### src/rtl/ddr_dfi_traffic_gen.sv
// ddr_dfi_traffic_gen
//   DFI-clock-domain traffic detector for the PHY write/command clock gating.
//   Per-phase cs / wrdata_en / wck_en are collapsed to one bit per dfi cycle
//   and run through shift-register delay lines. Latency taps on those lines
//   give level enables for the CA, DQ and DQS clocks. A stop/wake FSM driven
//   by dfi_dram_clk_disable sequences the CK enable.
//
//   Ports
//   i_clk, i_rst_n           dfi clock, synchronous active-low reset
//   i_dfi_cs                 per-phase chip select
//   i_dfi_wrdata_en          per-phase write data enable
//   i_dfi_wck_en             per-phase WCK enable
//   i_dfi_dram_clk_disable   request to stop CK
//   i_ca_lat / i_wr_lat      CA / DQ enable delay in dfi cycles
//   i_dqs_pre                DQS pre-assert cycles ahead of DQ
//   i_ck_stop_dly            idle cycles before CK stops
//   i_ck_wake_dly            CK run cycles after wake before RUN
//   o_ca_clk_en, o_dq_wrclk_en, o_dqs_wrclk_en, o_ck_clk_en   clock enables
//   o_ck_stopped             CK FSM is in STOP
//   o_cs_err                 sticky: cs seen while CK stopped
//
//   state | meaning
//   STOP  | CK gated; waiting for disable release or stray cs
//   WAKE  | CK running, counting wake delay before normal operation
//   RUN   | normal operation
//   DRAIN | disable requested and idle; counting down before STOP

module ddr_dfi_traffic_gen #(
    parameter int NUM_PH = 4,
    parameter int LAT_W  = 3,
    parameter int DLY_W  = 8
) (
    input  logic              i_clk,
    input  logic              i_rst_n,
    input  logic [NUM_PH-1:0] i_dfi_cs,
    input  logic [NUM_PH-1:0] i_dfi_wrdata_en,
    input  logic [NUM_PH-1:0] i_dfi_wck_en,
    input  logic              i_dfi_dram_clk_disable,
    input  logic [LAT_W-1:0]  i_ca_lat,
    input  logic [LAT_W-1:0]  i_wr_lat,
    input  logic [LAT_W-1:0]  i_dqs_pre,
    input  logic [DLY_W-1:0]  i_ck_stop_dly,
    input  logic [DLY_W-1:0]  i_ck_wake_dly,
    output logic              o_ca_clk_en,
    output logic              o_dq_wrclk_en,
    output logic              o_dqs_wrclk_en,
    output logic              o_ck_clk_en,
    output logic              o_ck_stopped,
    output logic              o_cs_err
);

    localparam int DEPTH = 2 ** LAT_W;

    typedef enum logic [1:0] {
        ST_STOP  = 2'd0,
        ST_WAKE  = 2'd1,
        ST_RUN   = 2'd2,
        ST_DRAIN = 2'd3
    } ck_state_t;

    ck_state_t        state;
    logic [DLY_W-1:0] cnt;
    logic [DEPTH-1:0] c_line;
    logic [DEPTH-1:0] w_line;
    logic [DEPTH-1:0] k_line;
    logic             cs_any;
    logic             ca_busy;
    logic [LAT_W-1:0] dqs_lo;
    logic             dqs_win;

    assign cs_any  = |i_dfi_cs;
    assign ca_busy = (|c_line) | cs_any;

    always_ff @(posedge i_clk) begin
        if (!i_rst_n) begin
            c_line <= '0;
            w_line <= '0;
            k_line <= '0;
        end else begin
            c_line <= {c_line[DEPTH-2:0], cs_any};
            w_line <= {w_line[DEPTH-2:0], |i_dfi_wrdata_en};
            k_line <= {k_line[DEPTH-2:0], |i_dfi_wck_en};
        end
    end

    // Taps are plain muxes onto the line registers: stage L carries an
    // event L+1 cycles after it was presented.
    assign o_ca_clk_en   = c_line[i_ca_lat];
    assign o_dq_wrclk_en = w_line[i_wr_lat];

    // DQS opens i_dqs_pre cycles ahead of DQ; the window bottoms out at
    // stage 0 when the preamble is longer than the write latency.
    assign dqs_lo = (i_dqs_pre > i_wr_lat) ? '0 : (i_wr_lat - i_dqs_pre);

    always_comb begin
        dqs_win = 1'b0;
        for (int j = 0; j < DEPTH; j++) begin
            if ((LAT_W'(j) >= dqs_lo) && (LAT_W'(j) <= i_wr_lat)) begin
                dqs_win = dqs_win | w_line[j];
            end
        end
    end

    assign o_dqs_wrclk_en = k_line[i_wr_lat] | dqs_win;
    assign o_ck_clk_en    = (state != ST_STOP) | o_ca_clk_en;

    always_ff @(posedge i_clk) begin
        if (!i_rst_n) begin
            state        <= ST_STOP;
            cnt          <= '0;
            o_ck_stopped <= 1'b1;
            o_cs_err     <= 1'b0;
        end else begin
            case (state)
                ST_RUN: begin
                    if (i_dfi_dram_clk_disable && !ca_busy) begin
                        state <= ST_DRAIN;
                        cnt   <= i_ck_stop_dly;
                    end
                end
                ST_DRAIN: begin
                    if (!i_dfi_dram_clk_disable || ca_busy) begin
                        state <= ST_RUN;
                    end else if (cnt == '0) begin
                        state        <= ST_STOP;
                        o_ck_stopped <= 1'b1;
                    end else begin
                        cnt <= cnt - 1'b1;
                    end
                end
                ST_STOP: begin
                    // A command while CK is gated is an error, but the
                    // clock is restarted anyway so the DRAM can see it.
                    if (cs_any) begin
                        o_cs_err <= 1'b1;
                    end
                    if (cs_any || !i_dfi_dram_clk_disable) begin
                        state        <= ST_WAKE;
                        cnt          <= i_ck_wake_dly;
                        o_ck_stopped <= 1'b0;
                    end
                end
                ST_WAKE: begin
                    if (cnt == '0) begin
                        state <= ST_RUN;
                    end else begin
                        cnt <= cnt - 1'b1;
                    end
                end
                default: begin
                    state        <= ST_STOP;
                    o_ck_stopped <= 1'b1;
                end
            endcase
        end
    end

endmodule
### config.mk
export PLATFORM = sky130hd
export DESIGN_NAME = ddr_dfi_traffic_gen
export DESIGN_NICKNAME = d
export VERILOG_FILES = /design/src/rtl/ddr_dfi_traffic_gen.sv
export SDC_FILE = /design/constraint.sdc
export NUM_CORES = 1
export LEC_CHECK = 0
export CORE_MARGIN = 4
export CORE_UTILIZATION = 30
export DETAILED_ROUTE_END_ITERATION = 12
export PLACE_DENSITY_LB_ADDON = 0.08
export SETUP_SLACK_MARGIN = 0.02
export SLEW_MARGIN = 40
export SYNTH_ARGS = -nofsm -noshare
export SYNTH_HDL_FRONTEND = slang
export SYNTH_SLANG_ARGS = --single-unit
### constraint.sdc
create_clock -name i_clk -period 3.2 [get_ports i_clk]
set_input_delay 0.32 -clock i_clk [delete_from_list [all_inputs] [get_ports i_clk]]
set_output_delay 0.32 -clock i_clk [all_outputs]
set_load 0.05 [all_outputs]
# Yosys cells after proc, flatten, opt, wreduce, memory -nomap -nowiden

Cells that the tools add are included.

Bits in writable memories: 0
Word-level logic and storage cells: 102
Bits of input ports: 40
ROM bits: 0
Memories kept: 0
Output and inout bits: 6
Bits in registers: 36
Latch bits: 0

Mux-type cells: 30
Multipliers: 0
Reductions and logical operators: 25
Shift-type cells: 0
Bitwise operators: 10
Add/subtract/negate cells: 2
Divide/modulo/power cells: 0
Equal/unequal tests: 9
Magnitude comparators: 19

Operators by type and width:

| cell                  | count |
|---|---|
| $mux W8               | 4 |
| $pmux W8 S4           | 1 |
| $mux W1               | 14 |
| $ge A3 B3 Y1 const A  | 4 |
| $le A3 B3 Y1 const A  | 4 |
| $reduce_or A4 Y1      | 3 |
| $mux W2               | 5 |
| $ne A2 B2 Y1 const B  | 5 |
| $or A1 B1 Y1          | 10 |
| $bmux W1 S3           | 3 |
| $logic_and A1 B1 Y1   | 9 |
| $logic_not A8 Y1      | 1 |
| $lt A3 B4 Y1 const B  | 2 |
| $pmux W2 S4           | 1 |
| $reduce_and A4 Y1     | 2 |
| $reduce_or A8 Y1      | 1 |
| $sub A8 B1 Y8 const B | 1 |
| $ge A1 B3 Y1 const A  | 2 |
| $ge A2 B3 Y1 const A  | 2 |
| $le A1 B3 Y1 const A  | 2 |
| $le A2 B3 Y1 const A  | 2 |
| $eq A2 B2 Y1 const B  | 2 |
| $reduce_bool A2 Y1    | 2 |
| $gt A3 B3 Y1          | 1 |
| 10 further kinds      | 12 |

# Depth between registers and ports, before layout

Gate-level depths: netlist of run 1.

Depth after elaboration: 20
Gate-level depth with buffers: 10
Mapped depth without buffers: 9

# Least setup slack after synthesis of run 1

Ideal clock, no wire load.

Kind: input -> output
Start: input port i_wr_lat[0]
End: output port o_dqs_wrclk_en
Slack: 0.678 ns
Path buffers: 1
Stages on the path: 10
Data required time: 2.880 ns
Arrival time: 2.202 ns
Cell sequence: buf_2 -> inv_1 -> ha_1 -> inv_1 -> fa_1 -> inv_1 -> o41ai_1 -> a41oi_1 -> o221ai_1 -> nand4_1

Longest elaborated chain between the ends: 20

Ends and longest elaborated chain:

| what                                          | line | RTL |
|---|---|---|
| from (decl)                                   | 40   | `input logic [LAT_W-1:0] i_wr_lat,` |
| $sub A3 B3 Y3 or $gt A3 B3 Y1 (tied branches) | 93   | `assign dqs_lo = (i_dqs_pre > i_wr_lat) ? '0 : (i_wr_lat - i_dqs_pre);` |
| $mux W3                                       | 93   |  |
| $ge A1 B3 Y1                                  | 98   | `if ((LAT_W'(j) >= dqs_lo) && (LAT_W'(j) <= i_wr_lat)) begin` |
| $logic_and A1 B1 Y1                           | 98   |  |
| $mux W1                                       | 98   |  |
| $or A1 B1 Y1                                  | 99   | `dqs_win = dqs_win \| w_line[j];` |
| $mux W1                                       | 98   |  |
| $or A1 B1 Y1                                  | 99   |  |
| [4 not listed]                                | --   |  |
| $mux W1                                       | 98   |  |
| $or A1 B1 Y1                                  | 99   |  |
| $mux W1                                       | 98   |  |
| $or A1 B1 Y1                                  | 99   |  |
| $mux W1                                       | 98   |  |
| $or A1 B1 Y1                                  | 99   |  |
| $mux W1                                       | 98   |  |
| $or A1 B1 Y1 (*)                              | 104  | `assign o_dqs_wrclk_en = k_line[i_wr_lat] \| dqs_win;` |
| to (decl)                                     | 46   | `output logic o_dqs_wrclk_en,` |

Every way passes the cells marked *; elsewhere a longest branch is shown, timed or not. The select of a mux whose other input is x is not followed.

# Final worst setup path of run 1

Start: input port i_ca_lat[1]
End: output port o_ck_clk_en

Longest elaborated chain between the ends: 3

Ends and longest elaborated chain:

| what                          | line | RTL |
|---|---|---|
| from (decl)                   | 39   | `input logic [LAT_W-1:0] i_ca_lat,` |
| $bmux W1 S3                   | 88   | `assign o_ca_clk_en = c_line[i_ca_lat];` |
| $mux W1 (implied by the code) | 88   |  |
| $or A1 B1 Y1                  | 105  | `assign o_ck_clk_en = (state != ST_STOP) \| o_ca_clk_en;` |
| to (decl)                     | 47   | `output logic o_ck_clk_en,` |

Every way passes these cells. The select of a mux whose other input is x is not followed.

==> flow_summary.toml, run 1 <==
[outcome]
status = "completed"

[synth]
ys.flop_type = "dfxtp_1"
syn_avg_cell_area_um2 = 8.954
ys_top_cells_by_area = "dfxtp_1, and2_1, mux4_2"
synth_top_area_frac = 0.3815
synth_edf_count = 0
synth_seq_cells = 36
syn_inst = 211
netlist_top_cells_count = "dfxtp_1, and2_1, nand2_1, nor2_1, inv_1"
ys_warn_count = 0
yosysTopAreaCell = "dfxtp_1"
synth.most_common_cell = "dfxtp_1"
synthArstFlopShare = 0
synth.yosys.seq_area_share = 0.3815
syn_nets = 257
ys_types = 44
synth_area_um2 = 1889

[critical_path]
crit_path_max_fanout = 2
reg2reg_to = "cnt[0]"
reg2reg_from = "cnt[0]"
r2r_slack_ns = 1.46
crit_type = "in2out"
end_kind = "output port"
start_kind = "input port"
required_ns = 2.88
worstPathArrival_ns = 2.47
rr_worst_depth = 7

[clock_tree]
cts.clk_slew.worst_paths_ns = 0.07
numClockSinks = 36
cts_max_path_buffers = 2
cts_buffers = 5
cts_resized = 0
postCtsHoldBufs = 0
clk_latency_ns = 0.28
htree_num_levels = 2
tritoncts = "built"
root_buffer = "clkbuf_8"
post-cts-setup-buffer-count = 0

[layout]
diodes = 0
fin_nets = 302
fin_cells = 332
drive_above_1_share = 0.08560
fillCellCount = 630
utilization = 0.4155
syn2layout_area_growth_pct = 32.52

[route]
routed-via-count = 1613
drt_iter0_markers = 44
via_per_inst = 4.858
dr.pass1.iters = 4
routed_wl_mm = 4.304
ant_nets = 0
drcViolationCount = 0
post_drt_wl_per_cell_um = 12.96

[grt]
grtUsageTotal = 0.1205
use_met3 = 0.03027
first_global_vias = 1619
use_met1 = 0.1474
grt_util_met2 = 0.2014
grt_pass1_wl_mm = 7.272
grt-busiest-layer = "met2"
grt_start_max_net_pins = 28
antenna_found_initial = 0
gr-total-overflow = 0

[worst_hold_path]
min_path_cells = 1
whs_endpoint = "k_line[3]"
hp-class = "reg2reg"
worstHoldStart = "k_line[2]"

[floorplan]
core_area_um2 = 6026
start_util = 0.3135
io_pins = 46
fp.dieH_um = 87.36
rows = 28
dieWidth_um = 87.36
dieArea_um2 = 7632

[sta]
hold_violations = 0
skew_ns = 0.006732
drv_slew = 0
max_freq_mhz = 358.1
slew-limit-headroom = 0.6480
setup_violations = 0
finalSetupTns_ns = 0
hold_ws_ns = 0.4507
tightest_slew_ns = 0.5274
min_period_ns = 2.792
grt_setup_unrepaired = "false"
finalCritPeriodShare = 0.8726

[flow_run]
drv_cap = 0

[place]
port_buffers = 45
hpwl_mm = 3.242
gp_congestion = 0.7540
dp_cells = 324

[power]
p_sw_mw = 0.5910
intPower_mw = 0.9979
cellPowerDensity_nw_per_um2 = 634.6
p_sw_frac = 0.3720
share_comb_of_total_power = 0.413
power_frac_seq = 0.379
p_leak_nw = 0.9620
ir_drop_v = 0.0002604
p_clk_frac = 0.208
==> critical path, cell delays in order <==
cell and delay, ns:
clkdlybuf4s50_1 0.52, mux4_2 0.50, mux2_2 0.29, nand2b_1 0.14
clkdlybuf4s50_1 0.70
==> power groups by stage <==
stage | clock network (mW) | registers, mW | logic [mW]
global placement | 0 | 0.614 | 0.657
global route | 0.364 | 0.616 | 0.727
floorplan | 0 | 0.615 | 0.477
CTS | 0.341 | 0.605 | 0.663
detailed placement | 0 | 0.614 | 0.660
finish | 0.330 | 0.603 | 0.656
==> per-stage QoR <==
stage	area (µm²)	worst slack [ns]	power, mW
floorplan	1889	0.6783	1.093
global placement	2414	0.4101	1.271
detailed placement	2414	0.3645	1.274
CTS	2504	0.3636	1.608
global route	2504	0.2026	1.708
finish	2504	0.4077	1.589
==> kinds of logic (layout without fill, tap and decap cells) <==
kind of cell,Yosys count,count (layout),synth area share
and+or+nand+nor,81,81,0.2358
adders and majority gates,6,6,0.04371
AOI/OAI and AO/OA,47,47,0.1755
muxes,13,13,0.09669
buffers and inverters,25,71,0.05298
xor gates and xnor gates,3,3,0.01391
DFF,36,36,0.3815
==> cell usage in the layout (no fill, tap or decap), types with 3 or more instances in the layout <==
master            n
a31oi_1           5
inv_1            14
and2_1           21
clkbuf_8          6
ha_1              5
nand3_1           3
dfxtp_1          36
nor4_1            4
nand2_1          19
o32ai_1           4
nor2_1           19
nor2b_1           3
a211oi_1          3
mux4_2            4
buf_4             5
a21oi_1          13
clkdlybuf4s50_1  44
mux2i_1           7
a211o_1           3
o21ai_0           6
==> layout make-up <==
| class | instances | area [µm²] | share of cell area |
|---|---|---|---|
| multi-input combinational | 150 | 1069 | 0.4268 |
| timing repair buffer | 49 | 478.0 | 0.1909 |
| sequential | 36 | 720.7 | 0.2879 |
| inverter | 14 | 52.55 | 0.02099 |
| clock buffer | 8 | 90.09 | 0.03598 |
| tap | 75 | 93.84 | 0.03748 |
==> state kept, by name (all words and copies together), names as in the netlist <==
| register | cells |
|---|---|
| k_line | 8 |
| o_ck_stopped | 1 |
| c_line | 8 |
| cnt | 8 |
| w_line | 8 |
| o_cs_err | 1 |
| state | 2 |
==> worst max path at each step <==
stage	startpoint	end
after detailed placement	i_wr_lat[1]	o_dq_wrclk_en
after global routing	i_wr_lat[1]	o_dq_wrclk_en
after CTS	i_wr_lat[1]	o_dq_wrclk_en
after global placement	i_ca_lat[1]	o_ck_clk_en
after floorplan	i_wr_lat[0]	o_dqs_wrclk_en
final	i_ca_lat[1]	o_ck_clk_en
==> per-layer routing <==
metal	up-vias	wire length (µm)
met2	29	2084
li1	835	-
met4	0	57
met3	6	155
met1	743	2007
met5	-	0
No activity file was read; power rests on OpenSTA's default activity.
==> run 2, diff against run 1 <==
CAP_MARGIN = 20   (was unset)
CORE_UTILIZATION = 45   (was 30)
==> run 2 against run 1 <==
Die area decreased by 31%. Critical endpoint unchanged. Sequential power decreased by 2%. Critical path type unchanged. Via count grew 1.1%. Highest routed layer unchanged.
==> flow_summary.toml, run 2 (synthesis gave the netlist of run 1 again) <==
[outcome]
status = "completed"

[clock_tree]
cts_buffers = 5
postCtsHoldBufs = 0
root_buffer = "clkbuf_8"
clk_latency_ns = 0.29
cts_resized = 0
tritoncts = "built"
post-cts-setup-buffer-count = 0
cts_max_path_buffers = 2
cts.clk_slew.worst_paths_ns = 0.07
htree_num_levels = 2
numClockSinks = 36

[grt]
grt_start_max_net_pins = 28
use_met3 = 0.03857
use_met1 = 0.1748
grt_pass1_wl_mm = 6.279
antenna_found_initial = 0
first_global_vias = 1493
gr-total-overflow = 0
grt_util_met2 = 0.2645
grtUsageTotal = 0.1521
grt-busiest-layer = "met2"

[sta]
setup_slack_ns = 0.4086
min_period_ns = 2.791
finalCritPeriodShare = 0.8723
tightest_slew_ns = 0.4967
drv_slew = 0
skew_ns = 0.007325
hold_ws_ns = 0.4616
hold_violations = 0
max_freq_mhz = 358.2
finalSetupTns_ns = 0
grt_setup_unrepaired = "false"
slew-limit-headroom = 0.6678
setup_violations = 0

[critical_path]
cp-endpoint = "o_ck_clk_en"
reg2reg_to = "cnt[1]"
crit_path_max_fanout = 2
rr_worst_depth = 5
start_kind = "input port"
r2r_slack_ns = 1.51
crit_type = "in2out"
end_kind = "output port"
reg2reg_from = "c_line[1]"
critPathLaunch = "i_ca_lat[1]"
required_ns = 2.88
worstPathArrival_ns = 2.47

[worst_hold_path]
min_path_cells = 1
worstHoldStart = "k_line[4]"
hp-class = "reg2reg"

[floorplan]
dieArea_um2 = 5299
rows = 23
core_area_um2 = 4029
start_util = 0.4689
fp.dieH_um = 72.80
dieWidth_um = 72.80
io_pins = 46

[place]
hpwl_mm = 2.907
port_buffers = 45
placed_area_um2 = 2390
place_ws_ns = 0.4044
gp_congestion = 0.7424
dp_cells = 300

[route]
drt_iter0_markers = 105
routed_wl_mm = 3.892
drcViolationCount = 0
dr.pass1.iters = 4
via_per_inst = 5.292
post_drt_wl_per_cell_um = 12.64
ant_nets = 0
routed-via-count = 1630

[layout]
final_cell_mix = "clkdlybuf4s50_1, dfxtp_1, and2_1, nor2_1, nand2_1"
fillCellCount = 366
finalInstanceArea_um2 = 2501
layout_commonest_cell = "clkdlybuf4s50_1"
drive_above_1_share = 0.09690
fin_nets = 303
syn2layout_area_growth_pct = 32.38
fin_cells = 308
multi_input_area_um2 = 1069
ff_latch_area_um2 = 720.7
diodes = 0
utilization = 0.6208

[power]
cellPowerDensity_nw_per_um2 = 655.6
p_total_mw = 1.640
p_leak_nw = 0.9755
ir_drop_v = 0.0004106

[flow_run]
drv_cap = 0
-- run 2: cell types whose count changed in the layout (fill, tap and decap cells not counted) --
cell	previous run	this run
clkbuf_8	6	5
clkbuf_1	2	0
clkinvlp_4	0	1
clkinv_2	0	1
bufinv_16	0	1
buf_4	5	6
-- run 2: cell type report --
| class | instances | share of cell area |
|---|---|---|
| Sequential cell | 36 | 0.2881 |
| Multi-Input combinational cell | 150 | 0.4272 |
| Clock inverter | 3 | 0.01701 |
| Tap cell | 50 | 0.02501 |
| Clock buffer | 5 | 0.02751 |
| Inverter | 14 | 0.02101 |
| Timing Repair Buffer | 50 | 0.1941 |
-- run 2: worst max-delay path, cell delays in order --
cell and delay [ns]:
clkdlybuf4s50_1 0.52, mux4_2 0.50, mux2_2 0.29, nand2b_1 0.14
clkdlybuf4s50_1 0.70
-- run 2: power by group --
group | switching (mW) | internal, mW
Clock | 0.161 | 0.230
Combinational | 0.356 | 0.302
Sequential | 0.0693 | 0.521
Total | 0.586 | 1.05
-- run 2: worst min-delay path by stage --
stage / to
2_1_floorplan: k_line[3]
3_3_place_gp: k_line[3]
3_5_place_dp: k_line[6]
4_1_cts: k_line[5]
5_1_grt: k_line[4]
6_report: k_line[5]
-- run 2: metal layers --
metal | wire length, µm | up-vias
li1 | - | 845
met1 | 1715 | 741
met2 | 1913 | 38
met3 | 191 | 6
met4 | 72 | 0
met5 | 0 | -
==> run 3, diff against run 2 <==
clock period = 3.45 ns   (was 3.2 ns; I/O delays follow)
==> run 3 against run 2 <==
First-iteration DRC count decreased by 34%. Clock power decreased by 24%. Sequential share of layout area increased by 0.36 points. Global-route usage increased by 0.22 points. Clock-buffer cell count unchanged. Clock skew decreased by 0.0022 ns. Core utilization decreased by 0.78 points. Register-to-register slack improved by 0.26 ns. Critical endpoint unchanged.
==> flow_summary.toml, run 3 (synthesis gave the netlist of run 1 again) <==
[outcome]
status = "completed"

[clock_tree]
cts_max_path_buffers = 2
root_buffer = "clkbuf_8"
cts_resized = 0
numClockSinks = 36
post-cts-setup-buffer-count = 0
htree_num_levels = 2
clk_latency_ns = 0.29
postCtsHoldBufs = 0
tritoncts = "built"
cts_buffers = 5
cts.clk_slew.worst_paths_ns = 0.08

[route]
post_drt_wl_per_cell_um = 12.66
drt_iter0_markers = 69
routed_wl_mm = 3.888
ant_nets = 0
drcViolationCount = 0
dr.pass1.iters = 4
via_per_inst = 5.296
routed-via-count = 1626

[power]
share_comb_of_total_power = 0.420
p_sw_frac = 0.3787
ir_drop_v = 0.0003194
p_sw_mw = 0.5503
p_clk_frac = 0.204
p_leak_nw = 0.9644
intPower_mw = 0.9030
power_frac_seq = 0.376
cellPowerDensity_nw_per_um2 = 588.4

[grt]
grt_start_max_net_pins = 28
gr-total-overflow = 0
antenna_found_initial = 0
grt_pass1_wl_mm = 6.472
first_global_vias = 1489
grtUsageTotal = 0.1543

[sta]
finalCritPeriodShare = 0.8224
tightest_slew_ns = 0.4956
grt_setup_unrepaired = "false"
max_freq_mhz = 352.5
finalSetupTns_ns = 0
hold_violations = 0
setup_violations = 0
min_period_ns = 2.837
slew-limit-headroom = 0.6686
skew_ns = 0.005154
drv_slew = 0

[critical_path]
reg2reg_from = "c_line[1]"
crit_type = "in2out"
cp-endpoint = "o_ck_clk_en"
crit_path_max_fanout = 2
path_buf_inv = 2
start_kind = "input port"
slowest_stage = "clkdlybuf4s50_1"
rr_worst_depth = 5
r2r_slack_ns = 1.77
end_kind = "output port"
path_delay_family = "buffers and inverters"
cpPeakStageDelay_ns = 0.70
cp_common_cell = "clkdlybuf4s50_1"
worstPathArrival_ns = 2.49
reg2reg_to = "cnt[0]"
crit_cells = 5
critPathLaunch = "i_ca_lat[1]"
crit_chain = "clkdlybuf4s50_1 > mux4_2 > mux2_2 > nand2b_1 > clkdlybuf4s50_1"
required_ns = 3.11

[layout]
ff_latch_area_um2 = 720.7
utilization = 0.6130
fin_nets = 302
final_cell_mix = "clkdlybuf4s50_1, dfxtp_1, and2_1, nor2_1, nand2_1"
layout_commonest_cell = "clkdlybuf4s50_1"
drive_above_1_share = 0.09339
multi_input_area_um2 = 1069
diodes = 0
syn2layout_area_growth_pct = 30.73
fillCellCount = 358

[place]
hpwl_mm = 2.927
gp_congestion = 0.7730
port_buffers = 45

[floorplan]
dieWidth_um = 72.80
core_area_um2 = 4029
io_pins = 46
rows = 23
dieArea_um2 = 5299
start_util = 0.4689
fp.dieH_um = 72.80

[worst_hold_path]
min_path_cells = 1
hp-class = "reg2reg"

[flow_run]
drv_cap = 0
run 3: power by group through the flow:
stage               clock network (mW)  logic, mW  registers (mW)
floorplan                            0      0.443           0.571
global placement                     0      0.607           0.556
detailed placement                   0      0.611           0.557
CTS                              0.305      0.617           0.547
global route                     0.318      0.679           0.556
finish                           0.296      0.611           0.547
run 3: worst min path at each step:
stage          startpoint         to  slack [ns]
2_1_floorplan   k_line[2]  k_line[3]        0.42
3_3_place_gp    k_line[2]  k_line[3]        0.44
3_5_place_dp    k_line[2]  k_line[3]        0.45
4_1_cts         k_line[2]  k_line[3]        0.47
5_1_grt         k_line[2]  k_line[3]        0.48
6_report        k_line[2]  k_line[3]        0.46
run 3: cell type report:
type / instances / share of cell area
clock buffers: 5 / 0.02786
clock inverters: 3 / 0.007599
inverters: 14 / 0.02128
multi-input cells: 150 / 0.4326
flip-flops and latches: 36 / 0.2918
well taps: 50 / 0.02533
repair buffers: 49 / 0.1935
run 3: worst register-to-register path, stage by stage, from the launching register on:
cell and delay (ns):
dfxtp_1 0.33, nor4_1 0.37, and4_4 0.30, o211ai_4 0.18
a211o_1 0.32, a21oi_1 0.11
run 3: stage by stage:
stage	hold slack, ns	std cells	cell area (µm²)	worst slack, ns	power (mW)
2_1_floorplan	0.4241	211	1889	0.8783	1.014
3_3_place_gp	0.4389	299	2382	0.6165	1.163
3_5_place_dp	0.4496	299	2382	0.5900	1.168
4_1_cts	0.4669	307	2470	0.5937	1.468
5_1_grt	0.4768	307	2470	0.4070	1.552
6_report	0.4566	307	2470	0.6128	1.453
run 3: per-layer routing:
metal	wire [µm]	track usage	vias to the layer above
li1	-	-	836
met1	1731	0.1829	746
met2	1895	0.2685	37
met3	201	0.03857	7
met4	60	0.05533	0
met5	0	0	-
